$ cat src/rtl/fetch_pkg.sv
`default_nettype none
// +--------------------------------------------------------------------+
// | fetch_pkg: shared state encoding, redirect selects and reset PC    |
// | Revision: 1.0                                                      |
// +--------------------------------------------------------------------+
package fetch_pkg;

    typedef enum logic [1:0] {
        FETCH = 2'd0,
        HOLD  = 2'd1,
        DRAIN = 2'd2,
        TRAP  = 2'd3
    } fetch_state_t;

    localparam logic [1:0] SEL_SEQ  = 2'b00;
    localparam logic [1:0] SEL_BR   = 2'b01;
    localparam logic [1:0] SEL_JAL  = 2'b10;
    localparam logic [1:0] SEL_JALR = 2'b11;

    localparam logic [31:0] DEFAULT_RESET_VECTOR = 32'h0000_0000;

endpackage
`default_nettype wire

$ cat src/rtl/pc_target_calc.sv
`default_nettype none
// +--------------------------------------------------------------------+
// | pc_target_calc: redirect target select/add and misalignment flag   |
// | Revision: 1.0                                                      |
// +--------------------------------------------------------------------+
module pc_target_calc
    import fetch_pkg::*;
(
    input  logic [1:0]  sel,
    input  logic [31:0] pc,
    input  logic [31:0] b_imm,
    input  logic [31:0] j_imm,
    input  logic [31:0] alu,
    output logic [31:0] target,
    output logic        redirect,
    output logic        misaligned
);

    always_comb begin
        target = pc;
        case (sel)
            SEL_BR:   target = pc + b_imm;
            SEL_JAL:  target = pc + j_imm;
            SEL_JALR: target = alu & ~32'h1;
            default:  target = pc;
        endcase
    end

    assign redirect   = (sel != SEL_SEQ);
    assign misaligned = redirect && (target[1:0] != 2'b00);

endmodule
`default_nettype wire

$ cat src/rtl/fetch_sequencer.sv
`default_nettype none
// +--------------------------------------------------------------------+
// | fetch_sequencer: one-outstanding instruction fetch with redirects  |
// | Revision: 1.0                                                      |
// +--------------------------------------------------------------------+
module fetch_sequencer
    import fetch_pkg::*;
#(
    parameter logic [31:0] RESET_VECTOR = DEFAULT_RESET_VECTOR
) (
    input  logic        clk,
    input  logic        rst,
    output logic        imem_req,
    output logic [31:0] imem_addr,
    input  logic        imem_ack,
    input  logic [31:0] imem_rdata,
    output logic        instr_valid,
    output logic [31:0] instr,
    output logic [31:0] instr_pc,
    input  logic        instr_ready,
    input  logic [1:0]  redir_sel,
    input  logic [31:0] redir_pc,
    input  logic [31:0] redir_b_imm,
    input  logic [31:0] redir_j_imm,
    input  logic [31:0] redir_alu,
    output logic        trap,
    output logic [31:0] trap_pc
);

    fetch_state_t state;
    logic [31:0]  pc;
    logic [31:0]  pend_target;

    logic [31:0]  target;
    logic         redirect;
    logic         misaligned;

    pc_target_calc u_target (
        .sel        (redir_sel),
        .pc         (redir_pc),
        .b_imm      (redir_b_imm),
        .j_imm      (redir_j_imm),
        .alu        (redir_alu),
        .target     (target),
        .redirect   (redirect),
        .misaligned (misaligned)
    );

    always_ff @(posedge clk or negedge rst) begin
        if (!rst) begin
            state       <= FETCH;
            pc          <= RESET_VECTOR;
            pend_target <= '0;
            imem_req    <= 1'b1;
            imem_addr   <= RESET_VECTOR;
            instr_valid <= 1'b0;
            instr       <= '0;
            instr_pc    <= '0;
            trap        <= 1'b0;
            trap_pc     <= '0;
        end else if (state != TRAP) begin
            if (redirect) begin
                if (misaligned) begin
                    state       <= TRAP;
                    trap        <= 1'b1;
                    trap_pc     <= target;
                    imem_req    <= 1'b0;
                    instr_valid <= 1'b0;
                end else if ((state == FETCH || state == DRAIN) && !imem_ack) begin
                    // Request still in flight: keep address stable, remember where to go
                    state       <= DRAIN;
                    pend_target <= target;
                end else begin
                    state       <= FETCH;
                    pc          <= target;
                    imem_req    <= 1'b1;
                    imem_addr   <= target;
                    instr_valid <= 1'b0;
                end
            end else begin
                case (state)
                    FETCH: begin
                        if (imem_ack) begin
                            instr       <= imem_rdata;
                            instr_pc    <= imem_addr;
                            pc          <= imem_addr + 32'd4;
                            instr_valid <= 1'b1;
                            imem_req    <= 1'b0;
                            state       <= HOLD;
                        end
                    end
                    HOLD: begin
                        if (instr_ready) begin
                            instr_valid <= 1'b0;
                            imem_req    <= 1'b1;
                            imem_addr   <= pc;
                            state       <= FETCH;
                        end
                    end
                    DRAIN: begin
                        if (imem_ack) begin
                            pc        <= pend_target;
                            imem_addr <= pend_target;
                            state     <= FETCH;
                        end
                    end
                    default: begin
                    end
                endcase
            end
        end
    end

endmodule
`default_nettype wire

$ cat config.mk
export PLATFORM = sky130hd
export DESIGN_NAME = fetch_sequencer
export DESIGN_NICKNAME = d
export VERILOG_FILES = /design/src/rtl/fetch_pkg.sv /design/src/rtl/pc_target_calc.sv /design/src/rtl/fetch_sequencer.sv
export SDC_FILE = /design/constraint.sdc
export NUM_CORES = 1
export LEC_CHECK = 0
export ABC_CLOCK_PERIOD_IN_PS = 5200
export CAP_MARGIN = 0
export CORE_ASPECT_RATIO = 0.7
export CORE_MARGIN = 1
export CORE_UTILIZATION = 28
export DETAILED_ROUTE_END_ITERATION = 10
export PLACE_DENSITY = 0.48
export RECOVER_POWER = 25
export SKIP_LAST_GASP = 1
export SYNTH_ARGS = -nofsm -noshare
export SYNTH_HDL_FRONTEND = slang
export SYNTH_SLANG_ARGS = --single-unit
export TNS_END_PERCENT = 30
$ cat constraint.sdc
create_clock -name clk -period 5.2 [get_ports clk]
set_input_delay 0.52 -clock clk [delete_from_list [all_inputs] [get_ports clk]]
set_output_delay 0.52 -clock clk [all_outputs]
set_load 0.01 [all_outputs]
==> impl_metrics.csv, run 1 <==
group,metric,value,unit
logic_synthesis,ys_seq_elements,197,
logic_synthesis,synth_edf_count,0,
clocking,cts_root_buf,"clkbuf_16",
logic_synthesis,ys_types,59,
place,finalWeightedCongestion,0.875,
pwr,p_comb_frac,0.482,
logic_synthesis,syn_avg_cell_area,9.12,um2
place,dp_hpwl,29400,um
pwr,irDropWorstVdd,0.256,mV
pwr,internal_power,0.00493,W
floorplanning,num_rows,61,
worst_setup_path,rr_endpoint,"pc[28]",
timing,rsz0062_at_grt,"false",
routing,vias,10300,
pwr,leakage,6.40,nW
timing,clock.fmax,0.235,GHz
global_routing,grt_pass1_vias,9801,
worst_setup_path,worst_path_most_repeated_cell,"ha_1",
worst_setup_path,worst-path-max-fanout,32,
routing,drt_pass1_iterations,5,
floorplanning,io_pins,297,
timing,setup_viol,0,
timing,clock_skew,0.0119,ns
pwr,p_seq_frac,0.358,
global_routing,grt.overflow.total,0,
clocking,cts_hold_buffers,0,
clocking,cts_made_buffers,17,
pwr,power_density,524,nW/um2
timing,tightest_slew,3.09,ns
global_routing,grt_use_total,0.190,
logic_synthesis,syn_nets,1460,
routing,wl_per_cell,19.0,um
final_layout,area_growth,37.1,%
global_routing,grt_pass1_wl,60000,um
routing,drt_iter0_markers,687,
timing,period_minus_slack,4.25,ns
floorplanning,die_area,41400,um2
global_routing,grt_max_degree,117,
routing,wl,39300,um
clocking,cts_resized,0,
floorplanning,die_w,243,um
worst_setup_path,reg2reg_from,"state[0]",
pwr,p_switching,0.00323,W
status,violations,"max-capacitance violations, max-slew violations",
worst_setup_path,rrSetupSlack,1.99,ns
logic_synthesis,syn_inst,1246,
worst_hold_path,hold_depth,2,
routing,via_per_inst,4.99,
final_layout,regArea,4930,um2
logic_synthesis,async_reset_ff_frac,1.00,
final_layout,drive_gt1_frac,0.117,
pwr,p_total,0.00816,W
worst_setup_path,path_cells,"clkdlybuf4s50_1 > inv_1 > ha_1 > buf_12 > mux2_2 > ha_1 > a21oi_1 > o21ai_0 > and3_1 > nor3_1 > o31ai_1 > buf_4 > a31oi_1 > xnor2_1 > nand2_1 > a22oi_1",
clocking,cts_htree_levels,4,
job,maxCapViolations,1,
logic_synthesis,synthFlopType,"dfrtp_1",
worst_setup_path,timing_worst_setup_path_type,"input pin to flip-flop",
pwr,power_frac_clock,0.161,
timing,finalCritPeriodShare,0.817,
floorplanning,die_y,171,um
worst_setup_path,critPathBufInv,4,
clocking,cts_tree,"built",
pwr,switching_share,0.396,
clocking,clk_pin_slew,0.07,ns
timing,hold_viol_final,0,
final_layout,multiInputGateArea,6020,um2
routing,drcViolationCount,0,
status,run_status,"finished with violations",
final_layout,antenna_cells,0,
global_routing,antenna_found_initial,0,
worst_setup_path,reg2regPathDepth,7,
clocking,cts_max_path_buffers,2,
worst_hold_path,holdPathEnd,"instr_pc[25]",
logic_synthesis,ys_seq_area_frac,0.434,
routing,drtAntennaViolNets,0,
final_layout,n_fill_cell,3995,
logic_synthesis,netlist_area,11400,um2
worst_setup_path,critPathCaptureType,"flip-flop",
final_layout,final_nets,1728,
place,place.port_buffers,295,
clocking,cts_sinks,197,
logic_synthesis,yosys_warnings,0,
worst_hold_path,hold_class,"flip-flop to flip-flop",
timing,relSlewSlack,-1.06,
worst_setup_path,worst_ep_arrival_time,4.59,ns
final_layout,final_cell_area,15600,um2
worst_setup_path,start_kind,"input pin",
timing,setup_tns,0,ns
worst_setup_path,cp_data_required_time,5.54,ns
timing,drv_slew,116,
worst_hold_path,hp-start,"instr_pc[25]",
worst_setup_path,critical_path.slowest_cell,"clkdlybuf4s50_1",
floorplanning,core,39800,um2
place,placed_cell_area,15000,um2
clocking,clk_latency,0.45,ns
floorplanning,start_util,0.285,
clocking,post_cts_buffers,0,
worst_setup_path,cpLargestDelayFamily,"compound AO/OA/AOI/OAI gates",
worst_setup_path,cpPeakStageDelay,0.42,ns
==> power groups by stage <==
stage	Sequential [W]	Clock (W)	Combinational, W
floorplan	0.00301	0	0.00192
global placement	0.00295	0	0.00393
detailed placement	0.00297	0	0.00396
CTS	0.00295	0.00136	0.00398
global route	0.00304	0.00143	0.00433
finish	0.00292	0.00131	0.00393
==> worst min-delay path: stages, from the launching register on <==
cell	delay [ns]
dfrtp_1	0.34
nand2_1	0.05
o21ai_0	0.06
==> sequential cells by signal (all words and copies together) (netlist names) <==
register / flops
pend_target: 32
trap: 1
instr_valid: 1
trap_pc: 32
state: 2
instr: 32
imem_addr: 32
instr_pc: 32
imem_req: 1
pc: 32
==> kinds of logic after synthesis <==
family,share of synthesized area
AO/OA/AOI/OAI,0.199
AND/OR/NAND/NOR,0.129
XOR/XNOR,0.0424
buffers and inverters,0.0417
flip-flops,0.434
multiplexers,0.0998
adder cells (fa/ha/maj),0.0535
==> cell usage after synthesis, drive strengths merged, types with 3 or more instances <==
library cell / count / area [um2]
dfrtp: 196 / 4900
nand2: 137 / 514
nor2: 136 / 513
a21oi: 128 / 641
mux2: 98 / 1100
o21ai: 90 / 450
clkbuf: 62 / 233
inv: 53 / 199
a31oi: 47 / 294
ha: 47 / 588
xor2: 34 / 298
a22oi: 22 / 165
xnor2: 21 / 184
nand3: 20 / 100
a21o: 15 / 114
a211oi: 14 / 118
and3: 12 / 75.1
nand4: 12 / 75.1
buf: 11 / 42.5
and2: 8 / 50.1
nor2b: 7 / 43.8
nor3: 6 / 30.0
o31ai: 6 / 45.0
a21boi: 5 / 37.5
o211ai: 5 / 42.5
a41oi: 4 / 35.0
o21a: 4 / 30.0
o21bai: 4 / 30.0
a221oi: 3 / 26.3
a22o: 3 / 26.3
and4: 3 / 26.3
mux2i: 3 / 30.0
o22ai: 3 / 18.8
==> final cells by class <==
type                            count  share of cell area
Inverter                           53              0.0128
Tap cell                          535              0.0430
Timing Repair Buffer              322               0.205
Sequential cell                   197               0.317
Multi-Input combinational cell    923               0.386
Clock buffer                       17              0.0273
Clock inverter                     15             0.00875
==> how the worst max path moves through the flow <==
| stage | start | end | slack [ns] | cells after the start |
|---|---|---|---|---|
| after floorplan | redir_sel[0] | trap_pc[30] | 1.36 | 15 |
| after global placement | redir_sel[0] | imem_addr[31] | 0.57 | 15 |
| after detailed placement | redir_sel[0] | imem_addr[31] | 0.55 | 15 |
| after CTS | redir_sel[0] | trap_pc[30] | 1.02 | 16 |
| after global routing | redir_sel[0] | trap_pc[30] | 0.78 | 16 |
| final | redir_sel[0] | pc[28] | 0.95 | 16 |
==> layer usage <==
metal	vias up	share of wire	track usage
met1	5031	0.49	0.274
met5	-	0	0
li1	4947	-	-
met2	281	0.45	0.295
met3	22	0.052	0.0365
met4	0	0.0098	0.0339
==> per-stage QoR <==
step | hold WS (ns) | setup slack, ns | cells | util
after global routing | 0.511 | 0.783 | 2062 | 0.391
after floorplan | 0.224 | 1.36 | 1246 | -
after detailed placement | 0.470 | 0.549 | 2030 | 0.377
after global placement | 0.454 | 0.567 | 2030 | 0.377
final | 0.479 | 0.953 | 2062 | 0.391
after CTS | 0.245 | 1.02 | 2062 | 0.391
==> placed cells by master (no fill, tap or decap), types with 8 or more instances in the layout <==
| master | count |
|---|---|
| a21o_1 | 14 |
| mux2_2 | 98 |
| nand2_1 | 137 |
| and2_1 | 8 |
| xnor2_1 | 21 |
| xor2_1 | 34 |
| clkbuf_16 | 17 |
| dfrtp_1 | 196 |
| a22oi_1 | 22 |
| ha_1 | 45 |
| a31oi_1 | 47 |
| a21oi_1 | 128 |
| and3_1 | 12 |
| nor2_1 | 133 |
| a211oi_1 | 12 |
| buf_4 | 23 |
| nand3_1 | 19 |
| clkdlybuf4s50_1 | 294 |
| o21ai_0 | 90 |
| inv_1 | 53 |
| nand4_1 | 12 |
No activity file was read; power rests on OpenSTA's default activity.
==> inputs of run 2 (changes only) <==
- ABC_CLOCK_PERIOD_IN_PS: 5200 -> 3600
- PLACE_DENSITY: 0.48 -> 0.5
- clock period: 5.2 -> 3.6 ns (I/O delays scaled with it)
==> impl_metrics.csv, run 2 (same netlist as run 1, synthesis figures left out) <==
group,metric,value,unit
clocking,cts_tree,"built",
floorplanning,start_util,0.285,
global_routing,grt_use_total,0.208,
timing,rsz0062_at_grt,"true",
final_layout,multiInputGateArea,6280,um2
worst_setup_path,worst_ep_arrival_time,3.95,ns
timing,setup_tns,-0.00999,ns
clocking,cts_max_path_buffers,2,
status,run_status,"finished with violations",
timing,setup_viol,1,
place,place.port_buffers,295,
status,violations,"max-capacitance violations, max-slew violations, negative setup slack",
routing,wl_per_cell,19.1,um
routing,drt_iter0_markers,759,
timing,setup_ws,-0.00999,ns
global_routing,gr-usage-met2,0.325,
worst_setup_path,worst-path-max-fanout,5,
clocking,clk_latency,0.45,ns
timing,period_minus_slack,3.61,ns
place,dp_hpwl,32800,um
timing,hold_viol_final,0,
timing,relSlewSlack,-0.140,
routing,drtAntennaViolNets,0,
timing,clock.fmax,0.277,GHz
worst_setup_path,timing_worst_setup_path_type,"input pin to flip-flop",
routing,vias,11000,
routing,via_per_inst,4.93,
routing,wl,42600,um
worst_setup_path,start_kind,"input pin",
clocking,cts_sinks,197,
final_layout,drive_gt1_frac,0.224,
timing,drv_slew,67,
floorplanning,die_w,243,um
timing,finalCritPeriodShare,1.00,
timing,tightest_slew,1.71,ns
clocking,cts_made_buffers,17,
final_layout,final_cell_mix,"clkdlybuf4s50_1 (292), dfrtp_1 (196), buf_4 (184)",
place,pre_cts_ws,-1.11,ns
global_routing,antenna_found_initial,0,
pwr,leakage,7.32,nW
pwr,irDropWorstVdd,0.408,mV
clocking,cts_htree_levels,4,
clocking,cts_root_buf,"clkbuf_16",
timing,whs,0.475,ns
clocking,clk_pin_slew,0.09,ns
global_routing,grt_pass1_vias,10900,
job,maxCapViolations,1,
final_layout,final_common_cell,"clkdlybuf4s50_1",
floorplanning,num_rows,61,
final_layout,n_fill_cell,3914,
pwr,power_density,720,nW/um2
floorplanning,io_pins,297,
global_routing,grt.overflow.total,0,
global_routing,grt_pass1_wl,65700,um
place,finalWeightedCongestion,0.870,
floorplanning,die_y,171,um
floorplanning,die_area,41400,um2
global_routing,grt_busiest_layer,"met2",
floorplanning,core,39800,um2
final_layout,fin_cells,2235,
routing,drcViolationCount,0,
global_routing,grt_max_degree,94,
final_layout,area_growth,52.2,%
final_layout,final_nets,1901,
worst_setup_path,cp_data_required_time,3.94,ns
final_layout,antenna_cells,0,
final_layout,regArea,4930,um2
place,placed_cells,2198,
worst_hold_path,hold_class,"flip-flop to flip-flop",
timing,clock_skew,0.0130,ns
routing,drt_pass1_iterations,7,
pwr,p_total,0.0124,W
worst_setup_path,critPathCaptureType,"flip-flop",
global_routing,grtUsageMet1,0.304,
global_routing,grt_use_met3,0.0361,
## run 2: where the power goes
| part | switching (W) | internal (W) | total, W |
|---|---|---|---|
| clock | 0.00102 | 0.000931 | 0.00195 |
| combinational | 0.00307 | 0.00329 | 0.00636 |
| sequential | 0.000812 | 0.00333 | 0.00414 |
| total | 0.00490 | 0.00755 | 0.0124 |
## run 2: stage by stage
step / instance area (um2) / util
finish: 17300 / 0.434
CTS: 17300 / 0.434
detailed placement: 16400 / 0.412
global route: 17300 / 0.434
global placement: 16400 / 0.412
floorplan: 11400 / -
## run 2: final cells by class
class / count / share of cell area
multi-input cells: 923 / 0.364
well taps: 535 / 0.0387
inverters: 53 / 0.0115
flip-flops and latches: 197 / 0.285
clock buffers: 17 / 0.0246
clock inverters: 15 / 0.00912
repair buffers: 495 / 0.267
## run 2: per-layer routing
layer  routed length, um  vias up
met5                   0        -
met4                 367        0
met3                2180       23
met2               19400      292
met1               20700     5407
li1                    -     5298
## run 2: what timing repair did
action,in CTS,in global routing
setup endpoints to repair,64,25
endpoints found under the hold margin,62,0
cloned,1,0
pin swaps,15,5
setup buffers,3,0
resized for setup,40,8
hold buffers,1,0
## run 2: worst paths after layout
path | cells after the start | startpoint | slack (ns) | endpoint
setup / recovery | 16 | redir_sel[0] | -0.01 | pc[31]
hold / removal | 1 | trap | 0.47 | trap
max in group asynchronous | 3 | rst | 0.61 | imem_addr[13]
min in group asynchronous | 2 | rst | 0.89 | instr_valid
hold reg to reg | 1 | trap | 0.47 | trap
setup reg to reg | 10 | imem_addr[8] | 0.89 | pc[31]
## run 2: critical path, stage by stage
cell and delay, ns:
dlygate4sd2_1 0.25, inv_2 0.08, ha_4 0.18, buf_12 0.13
buf_4 0.13, mux2_2 0.37, ha_4 0.32, nand2_1 0.12
a2111oi_4 0.37, nor2_4 0.13, a211oi_4 0.34, o2111ai_4 0.23
o211ai_4 0.27, xnor2_2 0.13, a22o_1 0.21, a221o_1 0.32
==> inputs of run 3 (changes only) <==
- RECOVER_POWER: 25 -> unset
==> impl_metrics.csv, run 3 (same netlist as run 1, synthesis figures left out) <==
group,metric,value,unit
worst_setup_path,reg2reg_from,"imem_addr[8]",
routing,drtAntennaViolNets,0,
final_layout,n_fill_cell,3907,
clocking,cts_sinks,197,
floorplanning,die_area,41400,um2
clocking,cts_tree,"built",
timing,setup_tns,-0.00688,ns
clocking,clk_pin_slew,0.09,ns
final_layout,final_common_cell,"clkdlybuf4s50_1",
timing,relSlewSlack,0.434,
worst_setup_path,rrSetupSlack,0.81,ns
pwr,irDropWorstVdd,0.409,mV
worst_setup_path,reg2regPathDepth,10,
place,place.port_buffers,295,
final_layout,regArea,4930,um2
clocking,cts_root_buf,"clkbuf_16",
final_layout,final_cell_mix,"clkdlybuf4s50_1 (292), dfrtp_1 (196), buf_4 (184)",
routing,wl,42600,um
global_routing,grt_pass1_vias,10900,
worst_setup_path,endpoint,"pc[31]",
worst_setup_path,cp_data_required_time,3.94,ns
global_routing,grt_use_total,0.208,
pwr,p_switching,0.00490,W
routing,wl_per_cell,19.1,um
floorplanning,start_util,0.285,
status,run_status,"finished with violations",
floorplanning,num_rows,61,
worst_setup_path,worst-path-max-fanout,5,
clocking,cts_max_path_buffers,2,
global_routing,grt.overflow.total,0,
place,finalWeightedCongestion,0.870,
floorplanning,core,39800,um2
clocking,cts_made_buffers,17,
pwr,p_seq_frac,0.332,
pwr,internal_power,0.00756,W
final_layout,area_growth,52.5,%
final_layout,drive_gt1_frac,0.224,
routing,via_per_inst,4.93,
floorplanning,io_pins,297,
clocking,clk_latency,0.45,ns
routing,drt_iter0_markers,751,
final_layout,final_nets,1901,
timing,period_minus_slack,3.61,ns
status,violations,"negative setup slack",
pwr,p_total,0.0125,W
job,maxCapViolations,0,
place,dp_hpwl,32800,um
timing,setup_ws,-0.00688,ns
timing,clock_skew,0.0140,ns
global_routing,antenna_found_initial,0,
worst_setup_path,critPathCaptureType,"flip-flop",
final_layout,final_cell_area,17300,um2
timing,tightest_slew,0.849,ns
pwr,switching_share,0.394,
worst_setup_path,timing_worst_setup_path_type,"input pin to flip-flop",
routing,drt_pass1_iterations,5,
timing,finalCritPeriodShare,1.00,
worst_setup_path,rr_endpoint,"pc[31]",
floorplanning,die_y,171,um
timing,setup_viol,1,
pwr,power_density,719,nW/um2
timing,rsz0062_at_grt,"true",
timing,drv_slew,0,
pwr,leakage,7.34,nW
final_layout,multiInputGateArea,6280,um2
worst_setup_path,worst_ep_arrival_time,3.95,ns
worst_setup_path,start_kind,"input pin",
clocking,cts_htree_levels,4,
global_routing,grt_max_degree,94,
global_routing,grt_pass1_wl,65700,um
worst_setup_path,cp-startpoint,"redir_sel[0]",
timing,hold_viol_final,0,
pwr,p_comb_frac,0.511,
routing,vias,11000,
final_layout,antenna_cells,0,
pwr,power_frac_clock,0.157,
timing,clock.fmax,0.277,GHz
worst_hold_path,hold_class,"input pin to async pin",
floorplanning,die_w,243,um
place,placed_cell_area,16400,um2
routing,drcViolationCount,0,
[run 3: per-stage QoR]
stage	utilization	setup slack [ns]	hold slack, ns	std cells
after floorplan	-	-0.0457	0.0644	1246
after global placement	0.412	-0.985	0.416	2198
after detailed placement	0.412	-1.11	0.417	2198
after CTS	0.434	0.123	0.480	2235
after global routing	0.435	-0.0639	0.467	2235
final	0.435	-0.00688	0.474	2235
[run 3: worst min path at each step]
stage | startpoint | endpoint | slack (ns) | cells after the start
after global routing | imem_rdata[13] | instr[13] | 0.47 | 2
after detailed placement | rst | instr_valid | 0.42 | 1
after global placement | rst | instr_valid | 0.42 | 1
final | rst | instr_valid | 0.47 | 2
after CTS | rst | instr_valid | 0.48 | 2
after floorplan | rst | imem_addr[0] | 0.06 | 0
[run 3: what timing repair did]
item,4_1_cts,5_1_grt
buffers inserted,3,0
pin swaps,15,5
cloned,1,0
endpoints found under the setup margin,64,25
endpoints found under the hold margin,62,0
hold buffers,1,0
gates resized for setup,40,8
[run 3: worst max-delay path: stages]
cell and delay, ns:
dlygate4sd2_1 0.25, inv_2 0.08, ha_4 0.18, buf_12 0.13, buf_4 0.13, mux2_2 0.37
ha_4 0.32, nand2_1 0.12, a2111oi_4 0.37, nor2_4 0.13, a211oi_4 0.34, o2111ai_4 0.23
o211ai_4 0.27, xnor2_2 0.13, a22o_1 0.21, a221o_1 0.32
[run 3: final cells by class]
cell class	count	area share
sequential	197	0.285
inverter	53	0.0115
clock inverter	15	0.00910
timing repair buffer	495	0.269
tap	535	0.0386
multi-input combinational	923	0.363
clock buffer	17	0.0246
[run 3: per-layer routing]
metal | wire length (um) | GRT usage | vias up | share of wire
met4 | 356 | 0.0342 | 0 | 0.0084
met2 | 19400 | 0.325 | 285 | 0.45
met1 | 20800 | 0.304 | 5402 | 0.49
met3 | 2080 | 0.0361 | 24 | 0.049
met5 | 0 | 0 | - | 0
li1 | - | - | 5305 | -
[run 3: power by group through the flow]
stage	sequential, W	combinational (W)	clock (W)
after floorplan	0.00434	0.00277	0
after global placement	0.00417	0.00625	0
after detailed placement	0.00419	0.00631	0
after CTS	0.00416	0.00641	0.00202
after global routing	0.00431	0.00702	0.00211
final	0.00414	0.00637	0.00195
